File: config.mk
export PLATFORM = sky130hd
export DESIGN_NAME = lcd_axi_sequencer
export DESIGN_NICKNAME = d
export VERILOG_FILES = /design/src/rtl/lcd_axi_pkg.sv /design/src/rtl/lcd_axi_sequencer.sv
export SDC_FILE = /design/constraint.sdc
export NUM_CORES = 1
export LEC_CHECK = 0
export ABC_AREA = 1
export CORE_MARGIN = 3
export CORE_UTILIZATION = 44
export CTS_BUF_LIST = sky130_fd_sc_hd__clkbuf_4 sky130_fd_sc_hd__clkbuf_8
export DETAILED_ROUTE_END_ITERATION = 6
export PLACE_DENSITY = 0.87
export SYNTH_ARGS = -nofsm -noshare
export SYNTH_HDL_FRONTEND = slang
export SYNTH_SLANG_ARGS = --single-unit
File: constraint.sdc
create_clock -name S_AXI_ACLK -period 1.5 [get_ports S_AXI_ACLK]
set_input_delay 0.225 -clock S_AXI_ACLK [delete_from_list [all_inputs] [get_ports S_AXI_ACLK]]
set_output_delay 0.225 -clock S_AXI_ACLK [all_outputs]
set_load 0.1 [all_outputs]
File: src/rtl/lcd_axi_pkg.sv
// Shared types and constants for the lcd_control AXI4-Lite write sequencer.
package lcd_axi_pkg;

  typedef enum logic [1:0] {
    ST_IDLE = 2'd0,
    ST_XFER = 2'd1,
    ST_RESP = 2'd2,
    ST_WAIT = 2'd3
  } seq_state_e;

  localparam logic [1:0] RESP_OKAY   = 2'b00;
  localparam logic [1:0] RESP_SLVERR = 2'b10;
  localparam logic [1:0] RESP_DECERR = 2'b11;
  localparam logic [1:0] ERR_TIMEOUT = 2'b11;

  localparam logic [11:0] REG_CONTROL    = 12'h000;
  localparam logic [11:0] REG_PIXEL_DATA = 12'h010;

  // Word-aligned target address; the add wraps at 32 bits.
  function automatic logic [31:0] word_addr(input logic [31:0] base, input logic [11:0] off);
    return base + {20'd0, off & 12'hffc};
  endfunction

endpackage

File: src/rtl/lcd_axi_sequencer.sv
// AXI4-Lite single-beat write initiator: one command in, one write out,
// response check, then a programmable hold-off before the next command.
module lcd_axi_sequencer
  import lcd_axi_pkg::*;
#(
  parameter logic [31:0] BASE_ADDR = 32'h4020_0000,
  parameter int          WAIT_W    = 32,
  parameter int          TIMEOUT   = 1024
) (
  input  logic              S_AXI_ACLK,
  input  logic              S_AXI_ARESETN,
  input  logic              cmd_valid,
  output logic              cmd_ready,
  input  logic [11:0]       cmd_addr,
  input  logic [31:0]       cmd_data,
  input  logic [3:0]        cmd_strb,
  input  logic [WAIT_W-1:0] cmd_wait,
  output logic              busy,
  output logic              done,
  output logic              err,
  output logic [1:0]        err_code,
  output logic [31:0]       M_AXI_AWADDR,
  output logic              M_AXI_AWVALID,
  input  logic              M_AXI_AWREADY,
  output logic [31:0]       M_AXI_WDATA,
  output logic [3:0]        M_AXI_WSTRB,
  output logic              M_AXI_WVALID,
  input  logic              M_AXI_WREADY,
  input  logic [1:0]        M_AXI_BRESP,
  input  logic              M_AXI_BVALID,
  output logic              M_AXI_BREADY,
  output logic [31:0]       M_AXI_ARADDR,
  output logic              M_AXI_ARVALID,
  output logic              M_AXI_RREADY
);

  localparam int                TOUT_W    = $clog2(TIMEOUT + 1);
  localparam logic [TOUT_W-1:0] TOUT_LAST = TOUT_W'(TIMEOUT - 1);

  seq_state_e        state_r, state_next_s;
  logic [31:0]       awaddr_r, wdata_r;
  logic [3:0]        wstrb_r;
  logic [WAIT_W-1:0] wait_lat_r, wait_cnt_r;
  logic [TOUT_W-1:0] tout_cnt_r;
  logic              awvalid_r, wvalid_r, bready_r, busy_r, done_r, err_r;
  logic [1:0]        err_code_r;
  logic              cmd_ready_s, accept_s, xfer_done_s, tout_hit_s, wait_last_s;
  logic              finish_s, bresp_err_s, tout_err_s;

  // State register.
  always_ff @(posedge S_AXI_ACLK) begin
    if (!S_AXI_ARESETN) state_r <= ST_IDLE;
    else                state_r <= state_next_s;
  end

  // Next-state logic; a channel whose valid is already low has handshaken.
  always_comb begin
    xfer_done_s  = (!awvalid_r || M_AXI_AWREADY) && (!wvalid_r || M_AXI_WREADY);
    tout_hit_s   = (tout_cnt_r == TOUT_LAST);
    wait_last_s  = (wait_cnt_r <= WAIT_W'(1));
    state_next_s = state_r;
    case (state_r)
      ST_IDLE: begin
        if (cmd_valid) state_next_s = ST_XFER;
        else           state_next_s = ST_IDLE;
      end
      ST_XFER: begin
        if (xfer_done_s) state_next_s = ST_RESP;
        else             state_next_s = ST_XFER;
      end
      ST_RESP: begin
        if (M_AXI_BVALID)    state_next_s = (wait_lat_r == WAIT_W'(0)) ? ST_IDLE : ST_WAIT;
        else if (tout_hit_s) state_next_s = ST_IDLE;
        else                 state_next_s = ST_RESP;
      end
      ST_WAIT: begin
        if (wait_last_s) state_next_s = ST_IDLE;
        else             state_next_s = ST_WAIT;
      end
      default: state_next_s = ST_IDLE;
    endcase
  end

  // Output/event decode from the current state.
  always_comb begin
    cmd_ready_s = (state_r == ST_IDLE);
    accept_s    = cmd_valid && cmd_ready_s;
    bresp_err_s = (state_r == ST_RESP) && M_AXI_BVALID && (M_AXI_BRESP != RESP_OKAY);
    tout_err_s  = (state_r == ST_RESP) && !M_AXI_BVALID && tout_hit_s;
    finish_s    = 1'b0;
    case (state_r)
      ST_RESP: finish_s = M_AXI_BVALID ? (wait_lat_r == WAIT_W'(0)) : tout_hit_s;
      ST_WAIT: finish_s = wait_last_s;
      default: finish_s = 1'b0;
    endcase
  end

  // Command latch, AXI valids, counters and status flags.
  always_ff @(posedge S_AXI_ACLK) begin
    if (!S_AXI_ARESETN) begin
      awaddr_r   <= 32'd0;
      wdata_r    <= 32'd0;
      wstrb_r    <= 4'd0;
      wait_lat_r <= '0;
      wait_cnt_r <= '0;
      tout_cnt_r <= '0;
      awvalid_r  <= 1'b0;
      wvalid_r   <= 1'b0;
      bready_r   <= 1'b0;
      busy_r     <= 1'b0;
      done_r     <= 1'b0;
      err_r      <= 1'b0;
      err_code_r <= 2'b00;
    end else begin
      done_r   <= finish_s;
      busy_r   <= (state_next_s != ST_IDLE);
      bready_r <= (state_next_s == ST_RESP);
      if (accept_s) begin
        awaddr_r   <= word_addr(BASE_ADDR, cmd_addr);
        wdata_r    <= cmd_data;
        wstrb_r    <= cmd_strb;
        wait_lat_r <= cmd_wait;
        awvalid_r  <= 1'b1;
        wvalid_r   <= 1'b1;
      end else begin
        if (M_AXI_AWREADY) awvalid_r <= 1'b0;
        if (M_AXI_WREADY)  wvalid_r  <= 1'b0;
      end
      if ((state_r == ST_RESP) && M_AXI_BVALID) wait_cnt_r <= wait_lat_r;
      else if (state_r == ST_WAIT)              wait_cnt_r <= wait_cnt_r - WAIT_W'(1);
      if ((state_r == ST_RESP) && !M_AXI_BVALID) tout_cnt_r <= tout_cnt_r + TOUT_W'(1);
      else                                       tout_cnt_r <= '0;
      if (bresp_err_s) begin
        err_r      <= 1'b1;
        err_code_r <= M_AXI_BRESP;
      end else if (tout_err_s) begin
        err_r      <= 1'b1;
        err_code_r <= ERR_TIMEOUT;
      end
    end
  end

  assign cmd_ready     = cmd_ready_s;
  assign busy          = busy_r;
  assign done          = done_r;
  assign err           = err_r;
  assign err_code      = err_code_r;
  assign M_AXI_AWADDR  = awaddr_r;
  assign M_AXI_AWVALID = awvalid_r;
  assign M_AXI_WDATA   = wdata_r;
  assign M_AXI_WSTRB   = wstrb_r;
  assign M_AXI_WVALID  = wvalid_r;
  assign M_AXI_BREADY  = bready_r;
  assign M_AXI_ARADDR  = 32'd0;
  assign M_AXI_ARVALID = 1'b0;
  assign M_AXI_RREADY  = 1'b1;

endmodule

# Yosys cells after proc, flatten, opt, wreduce, memory -nomap -nowiden
# Index checks and enable logic that the tools add are counted.
[classes]
addsub = 3
magnitude_cmp = 1
n_eq_ne = 5
n_mux = 19
reduce_logical = 20
[op_table]
columns = ["operator", "n"]
rows = [
  ["32-bit two-way mux", 2],
  ["31-bit by 12-bit adder with 32-bit output, first input constant", 1],
  ["32-bit by 1-bit less-or-equal comparator with 1-bit output, second input constant", 1],
  ["32-bit zero test", 1],
  ["32-bit by 1-bit subtractor with 32-bit output, second input constant", 1],
  ["2-bit two-way mux", 7],
  ["2-bit nonzero test", 6],
  ["11-bit by 1-bit adder with 11-bit output, second input constant", 1],
  ["11-bit by 10-bit equality test with 1-bit output, second input constant", 1],
  ["1-bit two-way mux", 8],
  ["2-bit case mux with 4 select lines", 1],
  ["2-bit equality test, second input constant", 3],
  ["1-bit logical AND", 6],
  ["1-bit zero test", 3],
  ["2-bit by 1-bit equality test with 1-bit output, second input constant", 1],
  ["2-bit zero test", 1],
  ["1-bit logical OR", 2],
  ["1-bit case mux with 2 select lines", 1],
  ["2-bit AND reduction", 1],
]
[totals]
register_bits = 153
in_bits = 88
output_inout_bits = 111
wordCells = 62

# Logic depth before layout (Yosys ltp)
# Gate-level depths: netlist (run 1).
[depth]
word_depth = 6
ltp_mapped = 10
depth_no_buf = 10

# Least setup slack after synthesis (run 1)
# OpenSTA, ideal clock, no wires.
[synth_path]
kind = "flip-flop to flip-flop"
start = "register state_r[0]"
end = "register wdata_r[19], in the netlist M_AXI_WDATA[19]"
setup_ns = 0.117
arrival_ns = 2.501
t_required_ns = 1.383
slack_ns = -1.118
stages_incl_launch_ff = 7
n_path_buf = 2
synth_period_minus_slack_ns = 2.618
cell_sequence = "dfxtp_1 nor2_1 nand2_2 buf_2 clkbuf_1 o21ai_0 nor2_1"
[synth_via]
elab_chain_len = 2
[synth_lines]
columns = ["item", "line", "rtl"]
rows = [
  ["start: declaration", "lcd_axi_sequencer.sv:40", "seq_state_e state_r, state_next_s;"],
  ["start signal: assignment", "lcd_axi_sequencer.sv:53", "else state_r <= state_next_s;"],
  ["2-bit zero test", "lcd_axi_sequencer.sv:86", "cmd_ready_s = (state_r == ST_IDLE);"],
  ["net cmd_ready", "lcd_axi_sequencer.sv:13", "output logic cmd_ready,"],
  ["1-bit logical AND", "lcd_axi_sequencer.sv:87", "accept_s = cmd_valid && cmd_ready_s;"],
  ["end signal: assignment", "lcd_axi_sequencer.sv:120", "wdata_r <= cmd_data;"],
  ["end: declaration", "lcd_axi_sequencer.sv:41", "logic [31:0] awaddr_r, wdata_r;"],
]
# The timed path passes the listed nets, and every way through them passes these cells.
# A chain may end at the register's enable or synchronous reset.

# Worst setup path after layout (run 1)
[layout_path]
start = "register wait_cnt_r[14]"
end = "register wait_cnt_r[26]"
[layout_via]
elab_chain_len = 3
[layout_lines]
columns = ["item", "line", "rtl"]
rows = [
  ["start: declaration", "lcd_axi_sequencer.sv:43", "logic [WAIT_W-1:0] wait_lat_r, wait_cnt_r;"],
  ["start signal: assignment", "lcd_axi_sequencer.sv:129", "if ((state_r == ST_RESP) && M_AXI_BVALID) wait_cnt_r <= wait_lat_r;"],
  ["start signal: assignment", "lcd_axi_sequencer.sv:130", "else if (state_r == ST_WAIT) wait_cnt_r <= wait_cnt_r - WAIT_W'(1);"],
  ["32-bit by 1-bit subtractor with 32-bit output", "lcd_axi_sequencer.sv:130", ""],
  ["32-bit two-way mux", "lcd_axi_sequencer.sv:130", ""],
  ["32-bit two-way mux", "lcd_axi_sequencer.sv:129", ""],
]
# No other way between the ends. The select of a mux whose other input is x is not followed.

==> results.ini, run 1 <==
[run_status]
status=finished with violations
violations=setup timing

[route]
wire_per_inst_um=15.8
num_vias=6665
first_pass_iters=6
routed_via_density=5.24
drt_iter0_markers=532
ant_nets=0
drcViolationCount=0
routed_wl_um=20100

[pwr]
peakVddDrop_mv=1.17
netSwitchingFraction_pct=44.0
p_per_area_nw_per_um2=1560
comb_power_share_pct=49.0
leakage_nw=4.10
power_frac_seq_pct=29.6
p_sw_mw=6.45
internal-power_mw=8.23
p_clk_share_pct=21.5

[sta]
setup_slack_ns=-0.0890
hold_violations=0
fin_crit_sh_pct=106
skew_ns=0.00802
holdWs_ns=0.179
min_period_ns=1.59
report.final.slew_viol_count=0
finalSetupTns_ns=-0.392
fmax_mhz=629
setup_viol=16
rsz0062_at_grt=true

[layout]
fin_cells=1271
fill_cells=892
syn_to_final_growth_pct=50.6
design_area_um2=9430
diodes=0
nNetsFinal=1173
final_core_util_pct=69.6
drive_gt1_share_pct=23.7

[job]
maxCapViolCount=0

[synthesis]
synthAdderAreaFrac_pct=0.599
async_reset_ff_share_pct=0
synth-compound-area-share_pct=14.0
synth_top_area_share_pct=42.2
synth_top_family_by_area=simple AND/OR/NAND/NOR gates
synth_top_area_cell=dfxtp_1
yosys_warnings=0
yosysSeqAreaShare_pct=42.2
ys_seq_elements=132
yosys-mux-area-fraction_pct=0
synth_xor_area_share_pct=2.94
yosys.cell_types.count=33
synth_area_per_cell_um2=6.97
ys.flop_type=dfxtp_1
synth.top_cells.by_area=dfxtp_1 42%, nor2_1 13%, nand2_1 8.4%
synth_area_um2=6260
syn_inst=899
synth_edf_count=0
yosys.area_share.simple_pct=26.8

[worst_setup_path]
critPathArrivalTime_ns=1.98
startpoint_type=flip-flop
worstPathRequired_ns=1.89
r2r-end=wait_cnt_r[26]$_SDFFE_PN0P_
cp-end-kind=flip-flop
path_max_fanout=3
reg2reg_slack_ns=-0.09
reg2reg_from=wait_cnt_r[14]$_SDFFE_PN0P_
worst-setup-path-type=reg2reg
reg2regPathDepth=9

[global_routing]
grt_max_degree=45
grt_pass1_wl_um=29900
grt_pass1_vias=6401
grt_antenna_before_repair=0
grt_usage_pct=23.1
grt_remaining_overflow=0

[die]
die_y_um=125
fp.dieW_um=125
coreArea_um2=13600
die-area_um2=15700
start_util_pct=46.2
num_rows=42
ios=199

[clock_tree]
clk_pin_slew_ns=0.07
tritoncts=built
insertion_delay_ns=0.45
clock_sinks=132
htree_num_levels=4
clockBufferDepth=2
numCtsBuffers=17
cts_root_buffer=clkbuf_8

[worst_hold_path]
hp-start=S_AXI_ARESETN
hold_path_class=in2reg
holdPathEnd=M_AXI_WDATA[16]$_SDFFE_PN0P_
min_path_cells=3

[placed_design]
gp_congestion=0.960
place_hpwl_um=13400
numPortBuffers=142
placed_area_um2=8550
dp_cells=1227

## cell type report
| type | count | area (um^2) | share of cell area, % |
|---|---|---|---|
| Multi-Input combinational cell | 658 | 3320 | 35.2 |
| Sequential cell | 132 | 2670 | 28.3 |
| Timing Repair Buffer | 203 | 2540 | 26.9 |
| Clock buffer | 22 | 284 | 3.01 |
| Inverter | 70 | 268 | 2.84 |
| Tap cell | 176 | 220 | 2.33 |
| Clock inverter | 10 | 130 | 1.38 |
## power by group through the flow
| stage | sequential (mW) | combinational (mW) | clock, mW |
|---|---|---|---|
| 2_1_floorplan | 5.64 | 3.08 | 0 |
| 5_1_grt | 4.37 | 7.59 | 3.31 |
| 3_3_place_gp | 4.33 | 6.23 | 0 |
| 3_5_place_dp | 4.36 | 6.36 | 0 |
| 4_1_cts | 4.29 | 6.64 | 3.17 |
| 6_report | 4.34 | 7.19 | 3.15 |
## stage by stage
stage          setup slack (ns)  total power [mW]
3_5_place_dp             -0.186              10.7
5_1_grt                  -0.127              15.3
6_report                -0.0890              14.7
2_1_floorplan           -0.0986              8.71
3_3_place_gp            -0.0834              10.6
4_1_cts                -0.00841              14.1
## flip-flops by register name, summed over array words and instances, names as in the netlist
name           count
M_AXI_AWADDR      11
M_AXI_AWVALID      1
M_AXI_BREADY       1
M_AXI_WDATA       32
M_AXI_WSTRB        4
M_AXI_WVALID       1
busy               1
done               1
err                1
err_code           2
state_r            2
tout_cnt_r        11
wait_cnt_r        32
wait_lat_r        32
## worst max-delay path: stages, from the launching register on
cell and delay, ns:
dfxtp_1 0.39, nor2_2 0.19, buf_4 0.14, nand2_1 0.10, nor2_1 0.19, nand2_1 0.09
nor2_2 0.11, xor2_1 0.15, nand2_1 0.06, a21oi_1 0.11
## timing repair
item / CTS / global route
endpoints found under the hold margin: 0 / 0
endpoints found under the setup margin: 19 / 33
resized for setup: 36 / 80
pin swaps: 16 / 23
buffers inserted: 4 / 8
hold buffers: 0 / 0
## Yosys cell counts, types with 3 or more instances
master / n
a21oi_1: 44
o22ai_1: 8
nor2_1: 221
buf_4: 55
nand2_1: 141
clkbuf_1: 20
nor3_1: 5
nand3_1: 23
o21ai_1: 7
nor2_4: 4
dfxtp_1: 132
ha_1: 3
buf_2: 14
xor2_1: 14
inv_1: 63
o21ai_0: 91
nor2_2: 7
a31oi_1: 15
inv_2: 6
xnor2_1: 7
nor3b_1: 3
## logic make-up (layout without fill, tap and decap cells)
logic type | after synthesis | after routing
compound gates | 168 | 168
other cells | 2 | 54
buf+inv | 161 | 305
simple gates | 412 | 412
xor+xnor | 21 | 21
flops | 132 | 132
fa+ha+maj | 3 | 3
## placed cells by master (no fill, tap or decap), types with 4 or more instances in the layout
master             n
nand2_2           12
inv_2              7
conb_1            54
nand3_2            5
o22ai_1            7
o21ai_1           13
dfxtp_2           13
inv_1             60
nor2_1           187
nor2_2            29
xnor2_1            6
clkinv_2           5
dfxtp_1          117
buf_4             49
buf_6              6
a31oi_1           15
nor2_4            16
nand3_1           18
clkdlybuf4s50_1   84
a21oi_1           39
nand2_4            4
buf_12            63
o21ai_0           84
a21oi_2            4
xor2_1            13
clkbuf_8          19
nand2_1          127
## worst max path at each step
| stage | startpoint | endpoint | slack (ns) | cells after the start |
|---|---|---|---|---|
| after detailed placement | wait_cnt_r[0]$_SDFFE_PN0P_ | wait_cnt_r[22]$_SDFFE_PN0P_ | -0.19 | 10 |
| after global routing | wait_cnt_r[16]$_SDFFE_PN0P_ | wait_cnt_r[26]$_SDFFE_PN0P_ | -0.13 | 8 |
| after CTS | wait_cnt_r[1]$_SDFFE_PN0P_ | wait_cnt_r[22]$_SDFFE_PN0P_ | -0.008 | 10 |
| final | wait_cnt_r[14]$_SDFFE_PN0P_ | wait_cnt_r[26]$_SDFFE_PN0P_ | -0.09 | 9 |
| after floorplan | state_r[0]$_SDFF_PN0_ | M_AXI_WDATA[19]$_SDFFE_PN0P_ | -0.1 | 6 |
| after global placement | M_AXI_BVALID | wait_cnt_r[4]$_SDFFE_PN0P_ | -0.08 | 7 |
## metal layers
layer	vias up	GRT usage, %	part of all wire [%]
li1	3119	-	-
met1	3084	23.6	35
met2	379	41.9	51
met3	83	8.40	10
met4	0	10.7	4.1
met5	-	0	0
No activity file was read; power rests on OpenSTA's default activity.
==> run 2, diff against run 1 <==
CORE_MARGIN = 5   (was 3)
CORE_UTILIZATION = 48   (was 44)
PLACE_DENSITY = 0.89   (was 0.87)
clock period = 1.8 ns   (was 1.5 ns; I/O delays follow)
==> run 2 against run 1 <==
  * The flow now finishes without violations
  * Global-route usage shrank 2.8 points
  * Clock-buffer cell count shrank 3
  * Sequential power shrank 20%
  * Register-to-register slack better by 0.18 ns
  * Design area fell by 16%
  * Critical path type unchanged
  * Critical endpoint is now done$_SDFF_PN0_
  * Largest cell class unchanged
==> results.ini, run 2 (same netlist as run 1, synthesis figures left out) <==
[run_status]
status=completed

[pwr]
p_per_area_nw_per_um2=1300  ; -16%
internal-power_mw=5.55  ; -33%
peakVddDrop_mv=0.867  ; -26%
netSwitchingFraction_pct=46.5  ; +2.6 points
comb_power_share_pct=45.4  ; -3.6 points
power_frac_seq_pct=33.6  ; +4.0 points
p_sw_mw=4.83  ; -25%
leakage_nw=3.57  ; -13%
p_clk_share_pct=21.0  ; -0.5 points

[sta]
setup_slack_ns=0.0884  ; +0.177 ns
fin_crit_sh_pct=95.1  ; -11 points
fmax_mhz=584  ; -7.2%
hold_violations=0  ; unchanged
holdWs_ns=0.215  ; +0.0361 ns
skew_ns=0.00843  ; +0.000414 ns
report.final.slew_viol_count=0  ; unchanged
min_period_ns=1.71  ; +0.123 ns
setup_viol=0  ; -16

[route]
routed_wl_um=16400  ; -18%
first_pass_iters=5  ; -1
ant_nets=0  ; unchanged
routed_via_density=4.96  ; -5.4%
num_vias=6063  ; -9.0%
wire_per_inst_um=13.4  ; -15%
drcViolationCount=0  ; unchanged
drt_iter0_markers=495  ; -7.0%

[layout]
final_cell_mix=217 x nor2_1, 140 x nand2_1, 131 x dfxtp_1
final_common_cell=nor2_1
nNetsFinal=1129  ; -3.8%
multi_input_area_um2=3020  ; -9.0%
design_area_um2=7960  ; -16%
drive_gt1_share_pct=13.1  ; -11 points
syn_to_final_growth_pct=27.1
diodes=0  ; unchanged
fin_cells=1222  ; -3.9%
seqCellArea_um2=2640  ; -0.84%
fill_cells=1076  ; +21%
final_core_util_pct=62.6  ; -7.0 points

[placed_design]
place_hpwl_um=11900  ; -11%
gp_congestion=0.926  ; -3.5%
placed_area_um2=7570  ; -11%
numPortBuffers=142  ; unchanged
dp_cells=1189  ; -3.1%
dp_slack_ns=0.0468  ; +0.233 ns

[worst_setup_path]
worstPathRequired_ns=2.13  ; +0.24 ns
reg2reg_from=tout_cnt_r[1]$_SDFF_PN0_
startpoint_type=flip-flop
worst-setup-path-type=reg2reg
cp-end-kind=flip-flop
critPathArrivalTime_ns=2.05  ; +0.07 ns
path_max_fanout=3  ; unchanged
crit_start=tout_cnt_r[1]$_SDFF_PN0_

[die]
die-area_um2=15400  ; -1.7%
fp.dieW_um=124  ; -0.86%
ios=199  ; unchanged
coreArea_um2=12700  ; -6.2%
die_y_um=124  ; -0.86%
num_rows=41  ; -2.4%
start_util_pct=49.2  ; +3.0 points

[clock_tree]
cts_hold_buf=0  ; unchanged
clk_pin_slew_ns=0.08  ; about the same
htree_num_levels=4  ; unchanged
tritoncts=built
numCtsBuffers=17  ; unchanged
insertion_delay_ns=0.43  ; -0.02 ns
clock_sinks=132  ; unchanged
cts_root_buffer=clkbuf_8
clockBufferDepth=2  ; unchanged

[global_routing]
grt_remaining_overflow=0  ; unchanged
grt_pass1_wl_um=26600  ; -11%
grt_pass1_vias=5838  ; -8.8%
grt_antenna_before_repair=0  ; unchanged
grt_max_degree=65  ; +44%
grt_usage_pct=20.3  ; -2.8 points

[worst_hold_path]
hp-start=S_AXI_ARESETN
hold_path_class=in2reg

[job]
maxCapViolCount=0  ; unchanged

-- run 2: cell count changes in the layout (fill, tap and decap cells not counted), moves of 7 or more --
cell     delta
nor2_1     +30
dfxtp_2    -12
nand2_2     -9
nand2_1    +13
o21ai_0     +7
nor2_2     -21
buf_12     -57
dfxtp_1    +14
nor2_4      -9
buf_4      +19
-- run 2: final timing paths --
check	to	slack (ns)	depth (start not counted)
hold / removal	busy$_SDFF_PN0_	0.21	3
hold reg to reg	tout_cnt_r[0]$_SDFF_PN0_	0.43	1
setup / recovery	done$_SDFF_PN0_	0.09	9
setup reg to reg	done$_SDFF_PN0_	0.09	9
-- run 2: timing repair --
action / in CTS / in global routing
setup endpoints to repair: 0 / 11
hold endpoints to repair: 0 / 0
setup buffers: 0 / 2
gates resized for setup: 0 / 11
-- run 2: through the flow --
| stage | total power [mW] | TNS, ns |
|---|---|---|
| 2_1_floorplan | 7.22 | 0 |
| 3_3_place_gp | 8.08 | 0 |
| 3_5_place_dp | 8.16 | 0 |
| 4_1_cts | 10.3 | 0 |
| 5_1_grt | 11.0 | -0.157 |
| 6_report | 10.4 | 0 |
-- run 2: final cells by class --
cell class	instances	area share [%]
Timing Repair Buffer	159	18.5
Inverter	70	3.30
Sequential cell	132	33.2
Clock inverter	12	1.02
Multi-Input combinational cell	658	38.0
Tap cell	172	2.70
Clock buffer	19	3.28
-- run 2: routing by layer --
layer / wire length (um) / up-vias / global-route usage (%)
li1: - / 3032 / -
met1: 6190 / 2752 / 21.7
met3: 1700 / 32 / 8.06
met2: 8210 / 247 / 36.0
met5: 0 / - / 0
met4: 298 / 0 / 7.61
-- run 2: power groups by stage --
stage                     clock network, mW  registers (mW)  logic [mW]
after global routing                   2.33            3.52        5.10
after CTS                              2.20            3.48        4.63
after floorplan                           0            4.69        2.53
after detailed placement                  0            3.54        4.62
after global placement                    0            3.52        4.55
final                                  2.18            3.48        4.71
-- run 2: worst max-delay path, cell delays in order, from the launching register on --
cell and delay (ns):
dfxtp_1 0.37, ha_2 0.23, nand3_1 0.13, nor2_2 0.21
nand3_2 0.12, nor2_2 0.12, nand3_1 0.09, nand2_1 0.08
nand2_1 0.05, a21oi_1 0.22
